<file path="config.mk">
export PLATFORM = sky130hd
export DESIGN_NAME = rr_onehot_arbiter_8
export DESIGN_NICKNAME = d
export VERILOG_FILES = /design/src/rtl/rr_onehot_arbiter_8.sv
export SDC_FILE = /design/constraint.sdc
export NUM_CORES = 1
export LEC_CHECK = 0
export CORE_MARGIN = 2
export CORE_UTILIZATION = 65
export CTS_BUF_LIST = sky130_fd_sc_hd__clkbuf_8
export DETAILED_ROUTE_END_ITERATION = 10
export DONT_BUFFER_PORTS = 1
export HOLD_SLACK_MARGIN = 0.08
export PLACE_DENSITY = 0.81
export SLEW_MARGIN = 20
export SYNTH_ARGS = -nofsm -noshare
export SYNTH_HDL_FRONTEND = slang
export SYNTH_SLANG_ARGS = --single-unit
</file>
<file path="constraint.sdc">
create_clock -name clk -period 5.5 [get_ports clk]
set_input_delay 1.65 -clock clk [delete_from_list [all_inputs] [get_ports clk]]
set_output_delay 1.65 -clock clk [all_outputs]
set_load 0.03 [all_outputs]
</file>
<file path="src/rtl/rr_onehot_arbiter_8.sv">
// 8-way round-robin arbiter with registered one-hot grant for an 8:3 encoder.
// Optional grant watchdog enabled by `define ARB_TIMEOUT_EN.
module rr_onehot_arbiter_8 #(
  parameter int unsigned TIMEOUT_CYCLES = 16
) (
  input  logic       clk,
  input  logic       rst_n,
  input  logic [7:0] req,
  input  logic       ack,
  output logic [7:0] gnt,
  output logic       gnt_valid,
  output logic [2:0] gnt_idx,
  output logic       timeout
);

  if (TIMEOUT_CYCLES < 2 || TIMEOUT_CYCLES > 255) begin : g_bad_tmo
    $error("TIMEOUT_CYCLES out of range 2..255");
  end

  typedef enum logic {
    IDLE,
    GRANT
  } state_e;

  state_e     state_q;
  logic [2:0] ptr_q;
  logic [7:0] gnt_q;
  logic [2:0] idx_q;
  logic       valid_q;

  logic [15:0] req2;
  logic [7:0]  rot;
  logic [2:0]  off_d;
  logic [2:0]  win_d;
  logic [7:0]  onehot_d;
  logic        rel_d;
  logic        force_d;

`ifdef ARB_TIMEOUT_EN
  localparam logic [7:0] WdogLast = 8'(TIMEOUT_CYCLES - 1);
  logic [7:0] wdog_q;
  logic       timeout_q;
  assign force_d = (wdog_q == WdogLast);
  assign timeout = timeout_q;
`else
  assign force_d = 1'b0;
  assign timeout = 1'b0;
`endif

  // rot[j] is requester (ptr+j) mod 8, so the lowest set bit wins
  always_comb begin
    req2  = {req, req};
    rot   = req2[ptr_q +: 8];
    off_d = '0;
    for (int i = 7; i >= 0; i--) begin
      if (rot[i]) off_d = 3'(i);
    end
    win_d    = ptr_q + off_d;
    onehot_d = 8'b1 << win_d;
    rel_d    = ack | ~req[idx_q];
  end

  always_ff @(posedge clk or negedge rst_n) begin
    if (!rst_n) begin
      state_q   <= IDLE;
      ptr_q     <= '0;
      gnt_q     <= '0;
      idx_q     <= '0;
      valid_q   <= 1'b0;
`ifdef ARB_TIMEOUT_EN
      wdog_q    <= '0;
      timeout_q <= 1'b0;
`endif
    end else begin
`ifdef ARB_TIMEOUT_EN
      timeout_q <= 1'b0;
`endif
      unique case (state_q)
        IDLE: begin
          if (|req) begin
            gnt_q   <= onehot_d;
            idx_q   <= win_d;
            valid_q <= 1'b1;
            state_q <= GRANT;
`ifdef ARB_TIMEOUT_EN
            wdog_q  <= '0;
`endif
          end
        end
        GRANT: begin
          if (rel_d || force_d) begin
            gnt_q   <= '0;
            idx_q   <= '0;
            valid_q <= 1'b0;
            ptr_q   <= idx_q + 3'd1;
            state_q <= IDLE;
`ifdef ARB_TIMEOUT_EN
            timeout_q <= ~rel_d;
`endif
          end else begin
`ifdef ARB_TIMEOUT_EN
            wdog_q <= wdog_q + 8'd1;
`endif
          end
        end
        default: state_q <= IDLE;
      endcase
    end
  end

  assign gnt       = gnt_q;
  assign gnt_valid = valid_q;
  assign gnt_idx   = idx_q;

endmodule

</file>
==> out/qor.json, run 1 <==
{
  "clock_tree": {
    "htree_levels": 1,
    "worstSkewPairLatency_ns": 0.25,
    "cts_root_buf": "sky130_fd_sc_hd__clkbuf_8",
    "max-clock-path-buffers": 2,
    "post_cts.repair.setup_buffers": 0,
    "cts.sink_count": 16,
    "holdBufCountCts": 0,
    "clkSlewWorstSetupHoldPaths_ns": 0.06,
    "tritoncts_clock_tree": "built",
    "cts_resized": 0,
    "cts_inserted_buffers": 3
  },
  "layout": {
    "n_antenna_cell": 0,
    "multiInputGateArea_um2": 1150,
    "final_util": 0.667,
    "ff_latch_area_um2": 400,
    "fin_nets": 196,
    "final_layout_size_suffix_gt1_frac": 0.149,
    "num-fill-cells": 193,
    "layout-area-overhead-vs-synth_pct": -3.20
  },
  "synth": {
    "library_cells_used_by_synthesis": 55,
    "synth.yosys.seq_area_share": 0.233,
    "syn-instance-count": 195,
    "yosys_most_used_dff": "sky130_fd_sc_hd__dfrtp_1",
    "synth_async_sr_flop_share": 1.00,
    "number_of_synthesized_flops_with_an_enable_pin": 0,
    "syn-cell-area_um2": 1720,
    "synth_seq_cells": 16,
    "yosysWarnings": 0,
    "syn_nets": 209,
    "synthesis.area_per_instance_um2": 8.83
  },
  "die": {
    "std_cell_rows": 18,
    "die_w_um": 55.5,
    "dieHeight_um": 55.5,
    "floorplan.die_area_um2": 3080,
    "io_pins": 24,
    "initial_core_utilization": 0.689,
    "floorplan.core_area_um2": 2500
  },
  "worst_hold_path": {
    "min_path_type": "flop to flop",
    "worst_hold_startpoint": "state_q",
    "holdPathEnd": "state_q",
    "worstHoldPathCells": 1
  },
  "sta": {
    "final.setup.worst_slack_ns": 1.19,
    "fin_worst_skew_ns": 0.00140,
    "tightest_slew_ns": 0.629,
    "layout_min_cycle_time_ns": 4.31,
    "worst_slew_margin_rel": 0.578,
    "report.final.slew_viol_count": 0,
    "rsz0062_at_grt": "no",
    "max_freq_mhz": 232,
    "finalSetupViolations": 0,
    "timing.setup.tns_ns": 0,
    "hold_violation_total_from_the_final_report": 0,
    "crit_share_post_route": 0.783
  },
  "critical_path": {
    "setup.worst_path.end_class": "flop",
    "worst_setup_path_start_kind": "primary input",
    "cp.arrival_ns": 4.49,
    "critical_path_type": "primary input to flop",
    "worst-endpoint-required_ns": 5.69,
    "path_max_fanout": 10,
    "reg_to_reg_setup_timing_slack_ns": 1.70,
    "r2r.worst_path.cells": 13,
    "r2r-end": "gnt[2]",
    "reg2reg_from": "ptr_q[1]"
  },
  "placement": {
    "setup_slack_after_placement_ns": 0.941,
    "dp_hpwl_um": 2850,
    "routabilityCongestion": 0.907,
    "io_buffer_count": 0
  },
  "global_route": {
    "grt_max_degree": 21,
    "grt_overflow": 0,
    "first_global_vias": 1421,
    "grt_first_pass_wirelength_um": 6800,
    "number_of_antenna_violations_at_the_first_check_in_global_routing": 0,
    "grt_usage": 0.268
  },
  "power": {
    "power_density_nw_per_um2": 637,
    "pleak_nw": 0.654,
    "intPower_w": 0.000518,
    "power.share.clock": 0.098,
    "seq_power_share": 0.280,
    "power.ir.vdd_worst_v": 0.000422,
    "power_switching_w": 0.000544,
    "combPwrFrac": 0.622,
    "switching_share": 0.512,
    "finalPower_w": 0.00106
  },
  "drt": {
    "detail-route-antenna-nets": 0,
    "drt_pass1_iterations": 4,
    "post-route-drc-count": 0,
    "via_count": 1481,
    "drt-wirelength-per-cell_um": 18.4,
    "vias_per_cell": 7.02,
    "finalWirelength_um": 3890,
    "first_iter_violations": 98
  },
  "run": {
    "max_cap_viol_count": 0
  },
  "status": {
    "outcome": "finished, final reports clean"
  }
}
-- worst max path at each step --
stage                 from      to  slack [ns]  depth (start not counted)
finish              req[4]  gnt[2]        1.19                         13
global route        req[4]  gnt[2]        1.01                         13
CTS                 req[4]  gnt[2]        1.19                         13
detailed placement  req[4]  gnt[2]        0.94                         13
global placement    req[4]  gnt[2]        1.02                         13
floorplan           req[5]  gnt[2]        1.03                         14
-- Yosys cell counts, drive strengths merged, types with 3 or more instances --
master	count	area (µm²)
a21oi	8	40.0
mux2i	12	120
nor3b	5	37.5
buf	10	88.8
nor3	7	40.0
nor2	11	43.8
o21a	3	22.5
or2	4	25.0
mux2	6	67.6
nand2	20	75.1
inv	4	15.0
or3	7	43.8
mux4	6	139
dfrtp	16	400
clkbuf	9	66.3
nand3	14	70.1
o21ai	9	45.0
o211ai	8	60.1
nor2b	3	18.8
-- cells in the final DEF (no fill, tap or decap), types with 3 or more instances in the layout --
cell type                   n
sky130_fd_sc_hd__nor3_1     6
sky130_fd_sc_hd__nor2_1    10
sky130_fd_sc_hd__o211ai_1   8
sky130_fd_sc_hd__nand2_1   20
sky130_fd_sc_hd__nand3_1   14
sky130_fd_sc_hd__inv_1      3
sky130_fd_sc_hd__a21oi_1    8
sky130_fd_sc_hd__mux2_2     6
sky130_fd_sc_hd__o21ai_0    7
sky130_fd_sc_hd__nor3b_1    5
sky130_fd_sc_hd__nor2b_1    3
sky130_fd_sc_hd__or2_0      3
sky130_fd_sc_hd__mux4_2     5
sky130_fd_sc_hd__clkbuf_8   4
sky130_fd_sc_hd__mux2i_1   12
sky130_fd_sc_hd__o21a_1     3
sky130_fd_sc_hd__dfrtp_1   16
sky130_fd_sc_hd__or3_1      7
-- worst max-delay path, cell delays in order --
cell and delay (ns):
sky130_fd_sc_hd__and2b_2 0.18, sky130_fd_sc_hd__mux4_2 0.47, sky130_fd_sc_hd__o2111ai_1 0.21, sky130_fd_sc_hd__nand3_1 0.14, sky130_fd_sc_hd__a21oi_1 0.15, sky130_fd_sc_hd__o32ai_1 0.11
sky130_fd_sc_hd__ha_1 0.20, sky130_fd_sc_hd__inv_1 0.06, sky130_fd_sc_hd__fa_1 0.50, sky130_fd_sc_hd__nor3_1 0.33, sky130_fd_sc_hd__nand2b_1 0.11, sky130_fd_sc_hd__or3_1 0.31
sky130_fd_sc_hd__nand3_1 0.08
-- cell families after synthesis --
group,after synthesis,share of synthesized area
AND/OR/NAND/NOR,85,0.265
multiplexers,24,0.190
XOR/XNOR,2,0.0102
buffers and inverters,23,0.0988
AO/OA/AOI/OAI,41,0.175
flip-flops,16,0.233
other,1,0.00218
adder cells (fa/ha/maj),3,0.0262
-- power groups by stage --
stage	Combinational, W	Clock, W	Sequential [W]
floorplan	0.000647	0	0.000239
global placement	0.000635	0	0.000297
detailed placement	0.000653	0	0.000301
CTS	0.000657	0.000104	0.000298
global route	0.000737	0.000113	0.000309
finish	0.000661	0.000104	0.000297
-- cell type report --
class	instances	share of cell area
multi-input combinational	156	0.691
tap	30	0.0225
inverter	4	0.00901
sequential	16	0.240
timing repair buffer	1	0.00450
clock buffer	4	0.0330
-- flip-flops by register name, indices dropped and copies added (netlist names) --
| signal | flops |
|---|---|
| ptr_q | 3 |
| gnt_idx | 3 |
| gnt | 8 |
| gnt_valid | 1 |
| state_q | 1 |
-- routing by layer --
layer / track usage / share of wire / routed length, µm / vias up
met5: 0 / 0 / 0 / -
met4: 0.105 / 0.017 / 65 / 0
met3: 0.0492 / 0.065 / 254 / 10
met2: 0.430 / 0.50 / 1930 / 64
met1: 0.357 / 0.42 / 1640 / 714
li1: - / - / - / 693
-- stage by stage --
stage                     hold WS [ns]  area, µm²  cells
after floorplan                  0.526       1720    195
after global placement           0.556       1610    207
after detailed placement         0.571       1610    207
after CTS                        0.592       1670    211
after global routing             0.612       1670    211
final                            0.584       1670    211
Note: power is estimated with default switching activity, not from simulation.
==> run 2: changes to the inputs <==
--- a/config.mk
+++ b/config.mk
@@ -6,12 +6,12 @@
 export NUM_CORES = 1
 export LEC_CHECK = 0
 export CORE_MARGIN = 2
-export CORE_UTILIZATION = 65
+export CORE_UTILIZATION = 60
 export CTS_BUF_LIST = sky130_fd_sc_hd__clkbuf_8
 export DETAILED_ROUTE_END_ITERATION = 10
 export DONT_BUFFER_PORTS = 1
 export HOLD_SLACK_MARGIN = 0.08
-export PLACE_DENSITY = 0.81
+export PLACE_DENSITY = 0.79
 export SLEW_MARGIN = 20
 export SYNTH_ARGS = -nofsm -noshare
 export SYNTH_HDL_FRONTEND = slang
==> constraint.sdc (replaced) <==
create_clock -name clk -period 3.7 [get_ports clk]
set_input_delay 1.11 -clock clk [delete_from_list [all_inputs] [get_ports clk]]
set_output_delay 1.11 -clock clk [all_outputs]
set_load 0.03 [all_outputs]
==> run 2 against run 1 <==
Net effect:
- sequential share of layout area down 1.5 points
- clock power increased by 51%
- power up 72%
- routed wire length is 9.3% higher
- via count up 2.6%
- global-route usage increased by 0.63 points
- sequential power is 40% higher
- critical endpoint is now gnt[4]
- largest power group unchanged
- count of clock-buffer cells in the layout stayed put
==> out/qor.json, run 2 (synthesis results as in run 1) <==
{
  "layout": {
    "fin_nets": {"value": 205, "change": "was 196"},
    "finish.cell_count_without_fillers": {"value": 221, "change": "was 211"},
    "n_antenna_cell": {"value": 0, "change": "unchanged"},
    "final_util": {"value": 0.651, "change": "was 0.667"},
    "num-fill-cells": {"value": 207, "change": "was 193"},
    "layout.cells.most_common": {"value": "sky130_fd_sc_hd__nand2_1", "change": "unchanged"},
    "layout-area-overhead-vs-synth": {"value": 3.34, "unit": "%", "change": "was -3.20%"},
    "final_layout_size_suffix_gt1_frac": {"value": 0.232, "change": "was 0.149"},
    "largest_register_ff_count": {"value": 8, "change": "unchanged"},
    "most_frequent_cells_in_the_layout": {"value": "20 x sky130_fd_sc_hd__nand2_1, 16 x sky130_fd_sc_hd__dfrtp_1, 14 x sky130_fd_sc_hd__nand3_1", "change": "unchanged"}
  },
  "clock_tree": {
    "cts_inserted_buffers": {"value": 3, "change": "unchanged"},
    "max-clock-path-buffers": {"value": 2, "change": "unchanged"},
    "htree_levels": {"value": 1, "change": "unchanged"},
    "post_cts.repair.setup_buffers": {"value": 0, "change": "unchanged"},
    "cts.sink_count": {"value": 16, "change": "unchanged"},
    "cts_root_buf": {"value": "sky130_fd_sc_hd__clkbuf_8", "change": "unchanged"},
    "worstSkewPairLatency": {"value": 0.25, "unit": "ns", "change": "about the same"},
    "tritoncts_clock_tree": {"value": "built", "change": "unchanged"},
    "clkSlewWorstSetupHoldPaths": {"value": 0.07, "unit": "ns", "change": "was 0.06 ns"}
  },
  "critical_path": {
    "crit_chain": {"value": "mux4_2 > nor3_2 > o31ai_1 > nand3_1 > a21oi_1 > o32ai_1 > ha_2 > inv_2 > fa_2 > nand3_1 > or3_1 > nand3_1", "change": "was and2b_2 > mux4_2 > o2111ai_1 > nand3_1 > a21oi_1 > o32ai_1 > ha_1 > inv_1 > fa_1 > nor3_1 > nand2b_1 > or3_1 > nand3_1"},
    "number_of_buffers_and_inverters_on_the_critical_path": {"value": 1, "change": "unchanged"},
    "setup.worst_path.end_class": {"value": "flop", "change": "unchanged"},
    "worst_setup_path_start_kind": {"value": "primary input", "change": "unchanged"},
    "cp_slowest_cell": {"value": "sky130_fd_sc_hd__fa_2", "change": "was sky130_fd_sc_hd__fa_1"},
    "cp.arrival": {"value": 3.76, "unit": "ns", "change": "was 4.49 ns"},
    "worst_path_top_cell_family_by_delay": {"value": "simple AND/OR/NAND/NOR gates", "change": "unchanged"},
    "path_max_fanout": {"value": 12, "change": "was 10"},
    "worst-endpoint-required": {"value": 3.89, "unit": "ns", "change": "was 5.69 ns"},
    "slowest_delay": {"value": 0.64, "unit": "ns", "change": "was 0.50 ns"},
    "critical_path_type": {"value": "primary input to flop", "change": "unchanged"},
    "crit_top_cell": {"value": "sky130_fd_sc_hd__nand3_1", "change": "unchanged"}
  },
  "die": {
    "floorplan.core_area": {"value": 2730, "unit": "µm²", "change": "was 2500 µm²"},
    "dieHeight": {"value": 57.6, "unit": "µm", "change": "was 55.5 µm"},
    "initial_core_utilization": {"value": 0.630, "change": "was 0.689"},
    "floorplan.die_area": {"value": 3310, "unit": "µm²", "change": "was 3080 µm²"},
    "io_pins": {"value": 24, "change": "unchanged"},
    "die_w": {"value": 57.6, "unit": "µm", "change": "was 55.5 µm"},
    "std_cell_rows": {"value": 19, "change": "was 18"}
  },
  "drt": {
    "sum_of_routed_wire_segments_on_met1": {"value": 1820, "unit": "µm", "change": "was 1640 µm"},
    "post-route-drc-count": {"value": 0, "change": "unchanged"},
    "detailroute.wirelength.met2": {"value": 1990, "unit": "µm", "change": "was 1930 µm"},
    "first_iter_violations": {"value": 112, "change": "was 98"},
    "top_metal_layer_carrying_routed_signals": {"value": "met4", "change": "unchanged"},
    "finalWirelength": {"value": 4250, "unit": "µm", "change": "was 3890 µm"},
    "drt_pass1_iterations": {"value": 5, "change": "was 4"},
    "drt-wirelength-per-cell": {"value": 19.2, "unit": "µm", "change": "was 18.4 µm"},
    "detail-route-antenna-nets": {"value": 0, "change": "unchanged"},
    "detailroute.wirelength.met3": {"value": 422, "unit": "µm", "change": "was 254 µm"},
    "via_count": {"value": 1519, "change": "was 1481"},
    "vias_per_cell": {"value": 6.87, "change": "was 7.02"}
  },
  "sta": {
    "fin_worst_skew": {"value": 0.00278, "unit": "ns", "change": "was 0.00140 ns"},
    "report.final.slew_viol_count": {"value": 0, "change": "unchanged"},
    "worst_slew_margin_rel": {"value": 0.578, "change": "about the same"},
    "finalSetupViolations": {"value": 0, "change": "unchanged"},
    "crit_share_post_route": 0.965,
    "max_freq_mhz": 280,
    "hold_violation_total_from_the_final_report": {"value": 0, "change": "unchanged"},
    "tightest_slew": {"value": 0.628, "unit": "ns", "change": "was 0.629 ns"},
    "layout_min_cycle_time_ns": 3.57,
    "rsz0062_at_grt": {"value": "yes", "change": "was no"}
  },
  "placement": {
    "placed_cells": {"value": 217, "change": "was 207"},
    "io_buffer_count": {"value": 0, "change": "unchanged"},
    "dp_hpwl": {"value": 3050, "unit": "µm", "change": "was 2850 µm"},
    "routabilityCongestion": {"value": 0.863, "change": "was 0.907"}
  },
  "global_route": {
    "grt_max_degree": {"value": 20, "change": "was 21"},
    "grt_overflow": {"value": 0, "change": "unchanged"},
    "grt_first_pass_wirelength": {"value": 7180, "unit": "µm", "change": "was 6800 µm"},
    "grt_usage": {"value": 0.274, "change": "was 0.268"},
    "first_global_vias": {"value": 1444, "change": "was 1421"},
    "number_of_antenna_violations_at_the_first_check_in_global_routing": {"value": 0, "change": "unchanged"}
  },
  "worst_hold_path": {
    "min_path_type": {"value": "primary input to asynchronous set/reset pin", "change": "was flop to flop"}
  },
  "power": {
    "power_density": {"value": 1030, "unit": "nW/µm²", "change": "was 637 nW/µm²"},
    "power.ir.vdd_worst": {"value": 0.000733, "unit": "V", "change": "was 0.000422 V"},
    "pleak": {"value": 0.706, "unit": "nW", "change": "was 0.654 nW"}
  },
  "run": {
    "max_cap_viol_count": {"value": 0, "change": "unchanged"}
  },
  "status": {
    "outcome": {"value": "finished, final reports clean", "change": "unchanged"}
  }
}
==> run 2: where the power goes <==
part / switching (W) / total, W / internal (W)
Clock: 0.0000630 / 0.000157 / 0.0000944
Combinational: 0.000687 / 0.00125 / 0.000564
Sequential: 0.000174 / 0.000415 / 0.000241
Total: 0.000924 / 0.00182 / 0.000899
==> run 2: cell type report <==
type                            instances  area, µm²  share of cell area
Sequential cell                        16        400               0.225
Inverter                                4       15.0             0.00844
Timing Repair Buffer                   10       75.1              0.0422
Tap cell                               31       38.8              0.0218
Clock buffer                            4       55.1              0.0309
Multi-Input combinational cell        156       1190               0.672
==> run 2: path summary, 6_finish.rpt <==
check / cells past startpoint / end / slack (ns) / from
hold reg to reg: 1 / state_q / 0.61 / state_q
hold / removal: 0 / gnt[6] / 0.55 / rst_n
max in group asynchronous: 0 / gnt[3] / 3.08 / rst_n
min in group clk: 1 / state_q / 0.61 / state_q
setup reg to reg: 12 / gnt[4] / 0.24 / ptr_q[1]
setup / recovery: 12 / gnt[4] / 0.13 / req[1]
==> run 2: what timing repair did <==
action                                  CTS  global route
endpoints found under the setup margin    0             6
hold buffers                              0             0
resized for setup                         0             4
==> run 2: per-stage QoR <==
stage / setup TNS, ns / area (µm²) / power (W) / setup WS (ns) / hold WS, ns
floorplan: -0.141 / 1770 / 0.00136 / -0.111 / 0.526
global placement: -0.182 / 1700 / 0.00153 / -0.0652 / 0.560
detailed placement: -0.716 / 1700 / 0.00158 / -0.187 / 0.586
CTS: 0 / 1760 / 0.00175 / 0.0594 / 0.546
global route: -0.0220 / 1780 / 0.00196 / -0.0220 / 0.537
finish: 0 / 1780 / 0.00182 / 0.129 / 0.547
==> run 2: worst reg2reg max path, delay by kind of cell, from the launching register on <==
family,cells,cell delay [ns]
adders and majority gates,2,0.87
DFF,1,0.63
muxes,1,0.59
AOI/OAI and AO/OA,3,0.39
buffers and inverters,1,0.04
and+or+nand+nor,5,0.88
==> run 2: metal layers <==
| layer | GRT usage | vias up |
|---|---|---|
| met3 | 0.0522 | 5 |
| li1 | - | 708 |
| met2 | 0.419 | 82 |
| met5 | 0 | - |
| met4 | 0.0365 | 0 |
| met1 | 0.414 | 724 |
==> run 3: changes to the inputs <==
--- a/config.mk
+++ b/config.mk
@@ -10,6 +10,7 @@
 export CTS_BUF_LIST = sky130_fd_sc_hd__clkbuf_8
 export DETAILED_ROUTE_END_ITERATION = 10
 export DONT_BUFFER_PORTS = 1
+export GPL_TIMING_DRIVEN = 0
 export HOLD_SLACK_MARGIN = 0.08
 export PLACE_DENSITY = 0.79
 export SLEW_MARGIN = 20
==> run 3 against run 2 <==
Net effect:
- the flow now finishes with violations (setup timing)
- via count increased by 5.5%
- first-iteration DRC count is 24% lower
- sequential power is 11% lower
- core utilization increased by 8.9 points
- highest routed layer unchanged
- worst setup slack got worse by 0.14 ns
- non-clock buffer count grew 18
- power rose by 10%
==> out/qor.json, run 3 (synthesis results as in run 1) <==
{
  "critical_path": {
    "cp.arrival": {"value": 3.90, "unit": "ns", "change": "was 3.76 ns"},
    "crit_chain": {"value": "clkbuf_8 > or3b_2 > a21oi_1 > o31ai_2 > nand3_2 > a21oi_2 > o32ai_2 > ha_2 > inv_2 > fa_2 > buf_4 > nand3_1 > or3_1 > nand3_1", "change": "was mux4_2 > nor3_2 > o31ai_1 > nand3_1 > a21oi_1 > o32ai_1 > ha_2 > inv_2 > fa_2 > nand3_1 > or3_1 > nand3_1"},
    "setup.worst_path.end_class": {"value": "flop", "change": "unchanged"},
    "number_of_buffers_and_inverters_on_the_critical_path": {"value": 3, "change": "was 1"},
    "worst-endpoint-required": {"value": 3.89, "unit": "ns", "change": "about the same"},
    "path_max_fanout": {"value": 10, "change": "was 12"},
    "critical_path_type": {"value": "primary input to flop", "change": "unchanged"},
    "worst_path_top_cell_family_by_delay": {"value": "simple AND/OR/NAND/NOR gates", "change": "unchanged"},
    "cp_slowest_cell": {"value": "sky130_fd_sc_hd__fa_2", "change": "unchanged"},
    "crit_top_cell": {"value": "sky130_fd_sc_hd__nand3_1", "change": "unchanged"},
    "slowest_delay": {"value": 0.60, "unit": "ns", "change": "was 0.64 ns"},
    "worst_setup_path_start_kind": {"value": "primary input", "change": "unchanged"}
  },
  "status": {
    "outcome": {"value": "finished with violations", "change": "was finished, final reports clean"},
    "failing_checks": "setup timing"
  },
  "drt": {
    "top_metal_layer_carrying_routed_signals": {"value": "met4", "change": "unchanged"},
    "drt_pass1_iterations": {"value": 4, "change": "was 5"},
    "detailroute.wirelength.met3": {"value": 296, "unit": "µm", "change": "was 422 µm"},
    "detailroute.wirelength.met2": {"value": 2250, "unit": "µm", "change": "was 1990 µm"},
    "sum_of_routed_wire_segments_on_met1": {"value": 2040, "unit": "µm", "change": "was 1820 µm"},
    "finalWirelength": {"value": 4650, "unit": "µm", "change": "was 4250 µm"},
    "first_iter_violations": {"value": 85, "change": "was 112"},
    "detail-route-antenna-nets": {"value": 0, "change": "unchanged"},
    "drt-wirelength-per-cell": {"value": 19.5, "unit": "µm", "change": "was 19.2 µm"},
    "via_count": {"value": 1603, "change": "was 1519"},
    "post-route-drc-count": {"value": 0, "change": "unchanged"},
    "vias_per_cell": {"value": 6.71, "change": "was 6.87"}
  },
  "die": {
    "initial_core_utilization": {"value": 0.630, "change": "unchanged"},
    "io_pins": {"value": 24, "change": "unchanged"},
    "std_cell_rows": {"value": 19, "change": "unchanged"},
    "floorplan.core_area": {"value": 2730, "unit": "µm²", "change": "unchanged"},
    "dieHeight": {"value": 57.6, "unit": "µm", "change": "unchanged"},
    "die_w": {"value": 57.6, "unit": "µm", "change": "unchanged"},
    "floorplan.die_area": {"value": 3310, "unit": "µm²", "change": "unchanged"}
  },
  "sta": {
    "finalSetupViolations": {"value": 3, "change": "was 0"},
    "fin_worst_skew": {"value": 0.000600, "unit": "ns", "change": "was 0.00278 ns"},
    "rsz0062_at_grt": {"value": "yes", "change": "unchanged"},
    "holdWs": {"value": 0.543, "unit": "ns", "change": "was 0.547 ns"},
    "max_freq": {"value": 269, "unit": "MHz", "change": "was 280 MHz"},
    "crit_share_post_route": {"value": 1.00, "change": "was 0.965"},
    "layout_min_cycle_time": {"value": 3.71, "unit": "ns", "change": "was 3.57 ns"},
    "tightest_slew": {"value": 0.782, "unit": "ns", "change": "was 0.628 ns"},
    "hold_violation_total_from_the_final_report": {"value": 0, "change": "unchanged"},
    "final.setup.worst_slack": {"value": -0.0106, "unit": "ns", "change": "was 0.129 ns"},
    "report.final.slew_viol_count": {"value": 0, "change": "unchanged"},
    "worst_slew_margin_rel": {"value": 0.465, "change": "was 0.578"}
  },
  "clock_tree": {
    "cts.sink_count": {"value": 16, "change": "unchanged"},
    "htree_levels": {"value": 1, "change": "unchanged"},
    "holdBufCountCts": {"value": 0, "change": "unchanged"},
    "clkSlewWorstSetupHoldPaths": {"value": 0.07, "unit": "ns", "change": "about the same"},
    "cts_inserted_buffers": {"value": 3, "change": "unchanged"},
    "cts_root_buf": {"value": "sky130_fd_sc_hd__clkbuf_8", "change": "unchanged"},
    "worstSkewPairLatency": {"value": 0.25, "unit": "ns", "change": "about the same"},
    "tritoncts_clock_tree": {"value": "built", "change": "unchanged"},
    "max-clock-path-buffers": {"value": 2, "change": "unchanged"}
  },
  "layout": {
    "num-fill-cells": {"value": 197, "change": "was 207"},
    "finish.cell_count_without_fillers": {"value": 239, "change": "was 221"},
    "largest_register_ff_count": {"value": 8, "change": "unchanged"},
    "n_antenna_cell": {"value": 0, "change": "unchanged"},
    "layout.cells.most_common": {"value": "sky130_fd_sc_hd__nand2_1", "change": "unchanged"},
    "ff_latch_area": {"value": 400, "unit": "µm²", "change": "unchanged"},
    "most_frequent_cells_in_the_layout": {"value": "20 x sky130_fd_sc_hd__nand2_1, 16 x sky130_fd_sc_hd__dfrtp_1, 13 x sky130_fd_sc_hd__buf_4, 13 x sky130_fd_sc_hd__nand3_1, 12 x sky130_fd_sc_hd__mux2i_1", "change": "was 20 x sky130_fd_sc_hd__nand2_1, 16 x sky130_fd_sc_hd__dfrtp_1, 14 x sky130_fd_sc_hd__nand3_1"},
    "final_layout_size_suffix_gt1_frac": {"value": 0.322, "change": "was 0.232"},
    "fin_nets": {"value": 223, "change": "was 205"},
    "multiInputGateArea": {"value": 1240, "unit": "µm²", "change": "was 1190 µm²"},
    "layout-area-overhead-vs-synth": {"value": 17.5, "unit": "%", "change": "was 3.34%"}
  },
  "placement": {
    "dp_hpwl": {"value": 3070, "unit": "µm", "change": "was 3050 µm"},
    "routabilityCongestion": {"value": 0.900, "change": "was 0.863"},
    "placed_cells": {"value": 226, "change": "was 217"},
    "io_buffer_count": {"value": 0, "change": "unchanged"}
  },
  "global_route": {
    "grt_first_pass_wirelength": {"value": 7530, "unit": "µm", "change": "was 7180 µm"},
    "grt_usage": {"value": 0.290, "change": "was 0.274"},
    "grt_overflow": {"value": 0, "change": "unchanged"},
    "first_global_vias": {"value": 1480, "change": "was 1444"},
    "number_of_antenna_violations_at_the_first_check_in_global_routing": {"value": 0, "change": "unchanged"},
    "grt_max_degree": {"value": 17, "change": "was 20"}
  },
  "run": {
    "max_cap_viol_count": {"value": 0, "change": "unchanged"}
  },
  "power": {
    "power_density": {"value": 992, "unit": "nW/µm²", "change": "was 1030 nW/µm²"},
    "pleak": {"value": 0.829, "unit": "nW", "change": "was 0.706 nW"},
    "power.ir.vdd_worst": {"value": 0.000882, "unit": "V", "change": "was 0.000733 V"}
  },
  "worst_hold_path": {
    "min_path_type": {"value": "primary input to asynchronous set/reset pin", "change": "unchanged"}
  }
}
==> run 3: cell types whose count changed in the layout (fill, tap and decap cells not counted), moves of 2 or more <==
cell                       change
sky130_fd_sc_hd__buf_12        +2
sky130_fd_sc_hd__buf_4         +3
sky130_fd_sc_hd__a21oi_2       +2
sky130_fd_sc_hd__clkbuf_2      +2
sky130_fd_sc_hd__a21oi_1       -2
sky130_fd_sc_hd__clkbuf_8      +4
sky130_fd_sc_hd__buf_6         +4
==> run 3: final cells by class <==
type                       count  share of cell area
multi-input combinational    156               0.613
sequential                    16               0.198
buffer                        18              0.0983
timing repair buffer          10              0.0371
clock buffer                   4              0.0272
tap                           31              0.0192
inverter                       4             0.00742
==> run 3: per-stage QoR <==
stage	setup WS (ns)	total power [W]	TNS, ns	area (µm²)	utilization
2_1_floorplan	-0.111	0.00136	-0.141	1770	-
3_3_place_gp	-0.364	0.00154	-1.82	1810	0.663
3_5_place_dp	-0.433	0.00158	-2.33	1810	0.663
4_1_cts	0.00328	0.00187	0	1920	0.703
5_1_grt	-0.131	0.00214	-0.613	2020	0.740
6_report	-0.0106	0.00201	-0.0164	2020	0.740
==> run 3: path summary, 6_finish.rpt <==
| path | from | to | slack, ns | cells after the start |
|---|---|---|---|---|
| max | req[3] | gnt[4] | -0.01 | 14 |
| min | rst_n | ptr_q[2] | 0.54 | 0 |
| max reg2reg | ptr_q[1] | gnt[4] | 0.17 | 16 |
| min reg2reg | state_q | state_q | 0.59 | 1 |
| max in group asynchronous | rst_n | gnt[3] | 3.09 | 0 |
| min in group clk | state_q | state_q | 0.59 | 1 |
==> run 3: layer usage <==
metal  up-vias  global-route usage
met5         -                   0
met1       787               0.425
li1        742                   -
met3         8              0.0454
met2        66               0.448
met4         0              0.0731
==> run 3: power breakdown <==
part / switching, W / internal (W) / leakage, nW
Clock: 0.0000654 / 0.0000946 / 0.0288
Sequential: 0.000128 / 0.000242 / 0.203
Combinational: 0.000820 / 0.000658 / 0.597
Total: 0.00101 / 0.000994 / 0.829
==> run 3: what timing repair did <==
item                                    4_1_cts  5_1_grt
endpoints found under the setup margin        6        8
gates cloned                                  0        0
endpoints found under the hold margin         0        0
pin swaps                                     6        1
resized for setup                             6       12
buffers inserted                              3        7
